===== src/rtl/add_const_arbiter.sv =====
// add_const_arbiter: round-robin sharing of one add-constant datapath among four requesters,
// with a registered valid/ready result port and a completed-handshake counter.
module add_const_arbiter #(
    parameter int WIDTH  = 4,
    parameter int ADDEND = 3
) (
    input  logic               i_clk,
    input  logic               i_rst_n,
    input  logic [3:0]         i_req,
    input  logic [4*WIDTH-1:0] i_req_data,
    output logic [3:0]         o_gnt,
    output logic               o_busy,
    output logic               o_out_valid,
    input  logic               i_out_ready,
    output logic [WIDTH-1:0]   o_out_data,
    output logic [1:0]         o_out_id,
    output logic [7:0]         o_done_cnt
);
    localparam logic [WIDTH-1:0] ADD_W = WIDTH'(ADDEND);
    typedef enum logic [1:0] {IDLE, COMPUTE, HOLD} state_t;
    state_t           r_state;
    logic [3:0]       r_gnt;
    logic             r_out_valid;
    logic [WIDTH-1:0] r_out_data;
    logic [WIDTH-1:0] r_opnd;
    logic [1:0]       r_out_id;
    logic [1:0]       r_id;
    logic [1:0]       r_last;
    logic [7:0]       r_done_cnt;
    logic [1:0]       w_sel;
    // Walk from lowest to highest priority so the nearest requester after r_last wins.
    always_comb begin
        w_sel = r_last;
        for (int k = 4; k >= 1; k--)
            if (i_req[r_last + 2'(k)]) w_sel = r_last + 2'(k);
    end
    always_ff @(posedge i_clk) begin
        if (!i_rst_n) begin
            r_state     <= IDLE;
            r_gnt       <= '0;
            r_out_valid <= 1'b0;
            r_out_data  <= '0;
            r_out_id    <= '0;
            r_done_cnt  <= '0;
            r_last      <= 2'd3;
            r_opnd      <= '0;
            r_id        <= '0;
        end else begin
            case (r_state)
                IDLE: if (|i_req) begin
                    r_opnd  <= i_req_data[w_sel*WIDTH +: WIDTH];
                    r_id    <= w_sel;
                    r_gnt   <= 4'b0001 << w_sel;
                    r_state <= COMPUTE;
                end
                COMPUTE: begin
                    r_out_data  <= r_opnd + ADD_W;
                    r_out_id    <= r_id;
                    r_out_valid <= 1'b1;
                    r_last      <= r_id;
                    r_gnt       <= '0;
                    r_state     <= HOLD;
                end
                HOLD: if (r_out_valid && i_out_ready) begin
                    r_out_valid <= 1'b0;
                    r_done_cnt  <= r_done_cnt + 8'd1;
                    r_state     <= IDLE;
                end
                default: r_state <= IDLE;
            endcase
        end
    end
    assign o_gnt       = r_gnt;
    assign o_busy      = (r_state != IDLE);
    assign o_out_valid = r_out_valid;
    assign o_out_data  = r_out_data;
    assign o_out_id    = r_out_id;
    assign o_done_cnt  = r_done_cnt;
endmodule


===== config.mk =====
export PLATFORM = sky130hd
export DESIGN_NAME = add_const_arbiter
export DESIGN_NICKNAME = d
export VERILOG_FILES = /design/src/rtl/add_const_arbiter.sv
export SDC_FILE = /design/constraint.sdc
export NUM_CORES = 1
export LEC_CHECK = 0
export CORE_ASPECT_RATIO = 0.7
export CORE_UTILIZATION = 46
export DETAILED_ROUTE_END_ITERATION = 8
export GPL_ROUTABILITY_DRIVEN = 1
export GPL_TIMING_DRIVEN = 0
export PLACE_DENSITY = 0.76
export SYNTH_ARGS = -nofsm -noshare
export SYNTH_HDL_FRONTEND = slang
export SYNTH_SLANG_ARGS = --single-unit
export TNS_END_PERCENT = 10

===== constraint.sdc =====
create_clock -name i_clk -period 2.1 [get_ports i_clk]
set_clock_uncertainty 0.2 [all_clocks]
set_input_delay 0.42 -clock i_clk [delete_from_list [all_inputs] [get_ports i_clk]]
set_output_delay 0.42 -clock i_clk [all_outputs]
set_load 0.1 [all_outputs]

After elaboration in Yosys (flattened, before gate mapping)
Cells that the tools add are included.
Storage, ports and cells
  word-level logic and storage cells: 50
  register bits after elaboration: 29
Cells by class
  add/subtract/negate cells: 5
  equal/unequal tests: 4
  mux-type cells: 16
  magnitude comparators: 3
  reductions and logical operators: 11
  shift operators: 2
Operators with widths (number)
  16-bit by 5-bit indexed part select with 4-bit output: 1
  2-bit two-way mux: 5
  2-bit AND reduction: 5
  2-bit by 3-bit < comparator with 1-bit output, second input constant: 3
  8-bit by 1-bit adder with 8-bit output, second input constant: 1
  4-bit one-hot mux with 2 select lines: 1
  1-bit binary-select mux with 2-bit select: 3
  2-bit one-hot mux with 3 select lines: 1
  2-bit nonzero test: 3
  2-bit adder, second input constant: 2
  4-bit by 2-bit adder with 4-bit output, second input constant: 1
  1-bit two-way mux: 4
  4-bit two-way mux: 1
  2-bit inequality test, second input constant: 2
  4-bit OR reduction: 1
  1-bit by 2-bit << shifter with 4-bit output, first input constant: 1
  2-bit by 1-bit adder with 2-bit output, second input constant: 1
  2-bit by 1-bit == test with 1-bit output, second input constant: 1
  2-bit == test, second input constant: 1
  2-bit logical NOT: 1
  1-bit one-hot mux with 2 select lines: 1
  1-bit logical AND: 1

Depth between registers and ports, before layout
Gate-level depths: netlist of run 1.
  word-level depth: 9
  depth in mapped cells: 6

Worst setup path before layout of run 1
Ideal clock, no wire load.
  path type: flip-flop to flip-flop
  start: reg r_out_valid, in the netlist o_out_valid
  end: reg r_done_cnt[5], in the netlist o_done_cnt[5]
  clock period less this slack: 2318 ps
  path buffers: 0
  setup slack: -218 ps
  data arrival time: 2003 ps
  stages on the path, launching flop included: 6
  library setup time: 115 ps
  cell sequence: dfxtp_1 nand4b_1 nor2_1 nand3_1 xnor2_1 and2_1
On the way
  longest elaborated chain between the ends: 2
Ends and longest elaborated chain
  start: declaration: RTL line 23  | logic r_out_valid;
  start signal: assignment: RTL line 41  | r_out_valid <= 1'b0;
  start signal: assignment: RTL line 59  | r_out_valid <= 1'b1;
  start signal: assignment: RTL line 65  | r_out_valid <= 1'b0;
  1-bit logical AND: RTL line 64  | HOLD: if (r_out_valid && i_out_ready) begin
  2-bit AND reduction (no source line)
  end signal: assignment: RTL line 66  | r_done_cnt <= r_done_cnt + 8'd1;
  end: declaration: RTL line 29  | logic [7:0] r_done_cnt;
Every way passes these cells.
A chain may end at the register's enable or synchronous reset.

Final worst setup path of run 1
  start: reg r_out_id[1], in the netlist o_out_id[1]
  end: out o_out_id[1]
RTL lines
  start: declaration: RTL line 26  | logic [1:0] r_out_id;
  start signal: assignment: RTL line 58  | r_out_id <= r_id;
  end: declaration: RTL line 16  | output logic [1:0] o_out_id,
No word-level cell between the ends.

==> results of run 1 <==
-- per-stage QoR --
stage | TNS, ns | setup slack [ns] | utilization [%]
after floorplan | -0.0245 | -0.0131 | -
after detailed placement | -4.12 | -0.450 | 65.5
final | 0 | 0.0419 | 69.6
after CTS | -0.141 | -0.0687 | 70.1
after global placement | -3.27 | -0.412 | 65.5
after global routing | -0.0382 | -0.0382 | 69.6
-- cells in the final DEF (no fill, tap or decap), drive strengths merged, types with 3 or more instances in the layout --
cell,n
dfxtp,29
nand2,20
clkbuf,20
clkdlybuf4s50,17
and2,13
clkdlybuf4s15,10
o21ai,8
a211oi,8
inv,7
xnor2,7
a21boi,6
nand2b,5
nand3,5
mux2i,4
a31oi,4
o211a,3
nor2,3
buf,3
-- timing repair --
item | CTS | global route
pin swaps | 1 | 0
endpoints found under the setup margin | 26 | 20
hold endpoints to repair | 0 | 0
resized for setup | 45 | 23
-- state kept, by name (all words and copies together) (netlist names) --
register and cells:
o_gnt 4, r_state 2, r_last 2, r_opnd 4, o_done_cnt 8, o_out_valid 1
o_out_id 2, o_out_data 4, r_id 2
-- power groups by stage --
stage / Sequential (uW) / Clock, uW / Combinational [uW]
CTS: 651 / 711 / 570
finish: 654 / 707 / 575
global route: 661 / 743 / 611
global placement: 660 / 0 / 571
detailed placement: 663 / 0 / 582
floorplan: 831 / 0 / 258
-- final timing paths --
kind	endpoint	slack, ns
setup / recovery	o_out_id[1]	0.04
hold / removal	o_out_id[0]	0.27
setup reg to reg	r_opnd[1]	0.14
hold reg to reg	o_out_id[0]	0.27
-- metal layers --
metal | wire [um] | share of wire [%]
met1 | 1770 | 48
met4 | 19 | 0.51
met3 | 143 | 3.9
met5 | 0 | 0
met2 | 1780 | 48
-- final cells by class --
class	instances	area, sq um
sequential	29	583
buffer	8	42.5
timing repair buffer	41	373
multi-input combinational	114	790
fill	230	870
tap	36	45.0
clock buffer	5	68.8
inverter	7	26.3
clock inverter	3	65.1
-- kinds of logic after synthesis --
kind of cell	Yosys count	synth area share (%)
buffers and inverters	15	4.86
AND/OR/NAND/NOR	60	22.9
adder cells (fa/ha/maj)	2	1.77
multiplexers	4	2.83
XOR/XNOR	9	5.57
AO/OA/AOI/OAI	39	21.0
flip-flops	29	41.0
==> flow_summary_export.csv, run 1 <==
group,metric,value,unit
power_and_ir_drop,power_density,971,mW/mm^2
timing,finalHoldViolCount,0,
logic_synthesis,yosysWarnings,0,
placed_design,dp.cells,235,
power_and_ir_drop,leakagePower,0.000838,uW
hold_path,hold-path-cell-count,2,
global_routing,grt_util_met1,31.4,%
timing,rsz0062_at_grt,"true",
final_layout,antenna_cells,0,
global_routing,grt_pass1_vias,1257,
timing,hold_slack,0.274,ns
timing,fmax,486,MHz
logic_synthesis,seq_area_frac_synth,41.0,%
cts,cts_post_setup_buffers_inserted,0,
logic_synthesis,synth_cell_types,41,
global_routing,top_usage_layer,"met2",
cts,cts_hold_buf,0,
logic_synthesis,yosys.area.top_type,"dfxtp_1",
floorplan,die_h,48.4,um
worst_setup_path,cp_top_family,"buffers and inverters",
placed_design,dp_hpwl,2570,um
hold_path,min_from,"o_out_id[0]",
global_routing,grt_usage,24.9,%
power_and_ir_drop,power_frac_clock,36.5,%
power_and_ir_drop,p_switching,669,uW
final_layout,areaGrowthSynthToFinish,40.8,%
power_and_ir_drop,power.internal,1270,uW
worst_setup_path,start_kind,"register",
hold_path,hold_path_class,"reg2reg",
logic_synthesis,synth.most_common_cell,"dfxtp_1",
floorplan,core-area,0.00286,sq mm
timing,report.final.slew_viol_count,0,
routing,drt_pass1_iterations,4,
cts,tritoncts,"yes",
logic_synthesis,synth_area,0.00142,sq mm
timing,fin_crit,2.06,ns
global_routing,grt_overflow_total,0,
floorplan,io_pins,43,
worst_setup_path,crit_required,1.48,ns
placed_design,port_buffers,41,
floorplan,rows,16,
power_and_ir_drop,power,1940,uW
logic_synthesis,yosys-top-cells-count,"dfxtp_1, nand2_1, and2_1",
worst_setup_path,path_buf_inv,1,
routing,drc,0,
routing,wl_per_cell,15.3,um
routing,postRouteAntennaNets,0,
logic_synthesis,avgSynthCellArea,8.96,sq um
power_and_ir_drop,vdd_drop_max,0.648,mV
worst_setup_path,critPathArrivalTime,1.44,ns
logic_synthesis,syn_nets,183,
logic_synthesis,synth_edf_count,0,
power_and_ir_drop,pwr-share-comb,29.7,%
logic_synthesis,async_flop_share,0,%
routing,drt_wl_total,3710,um
floorplan,dieArea,0.00331,sq mm
cts,htreeDepth,2,
cts,ctsRootBufferMaster,"clkbuf_8",
global_routing,antenna_found_initial,0,
timing,tightest_slew,0.949,ns
logic_synthesis,synthTopCellsByArea,"dfxtp_1, and2_1, nand2_1",
logic_synthesis,synth-seq-cells,29,
cts,worstSkewPairLatency,0.29,ns
global_routing,met3_usage,10.4,%
timing,setup_violations,0,
worst_setup_path,reg2reg_from,"r_state[1]",
run,max-cap-violations,0,
cts,cts_buffer_depth,2,
global_routing,grt_pass1_wl,5920,um
worst_setup_path,crit_start,"o_out_id[1]",
floorplan,initial_core_util,49.4,%
worst_setup_path,path_cells,"clkdlybuf4s15_1",
final_layout,drive_above_1_share,20.3,%
power_and_ir_drop,pwr-share-seq,33.8,%
worst_setup_path,path_class,"reg2out",
routing,vias,1291,
floorplan,die_w,68.3,um
final_layout,nNetsFinal,231,
worst_setup_path,cp-end-kind,"output pin",
final_layout,instances_no_fill,243,
worst_setup_path,slowest_stage,"clkdlybuf4s15_1",
final_layout,design_area,0.00199,sq mm
power_and_ir_drop,swShare,34.6,%
logic_synthesis,yosysTopAreaCellShare,41.0,%
timing,finalCritPeriodShare,98.0,%
worst_setup_path,slowest_delay,0.82,ns
cts,cts_buffers,5,
placed_design,place.gp.congestion,0.803,
worst_setup_path,r2r_cells,5,
logic_synthesis,postSynthCellCount,158,
global_routing,grt_max_degree,11,
timing,max_slew_margin,37.0,%
global_routing,met2_usage,38.7,%
worst_setup_path,path_max_fanout,2,
routing,drtIter0Drc,34,
logic_synthesis,synthFlopType,"dfxtp_1",
cts,clk_pin_slew,0.07,ns
worst_setup_path,path_depth,1,
routing,via_per_inst,5.31,
cts,cts.sinks,29,
placed_design,place_area,0.00187,sq mm
outcome,outcome,"completed",
(Power assumes the default switching activity.)
==> run 2: changes to the inputs <==
--- a/config.mk
+++ b/config.mk
@@ -7,6 +7,7 @@
 export LEC_CHECK = 0
 export CORE_ASPECT_RATIO = 0.7
 export CORE_UTILIZATION = 46
+export CTS_CLUSTER_SIZE = 12
 export DETAILED_ROUTE_END_ITERATION = 8
 export GPL_ROUTABILITY_DRIVEN = 1
 export GPL_TIMING_DRIVEN = 0
==> results of run 2 <==
Final layout, timing and power as in run 1 (identical DEF).
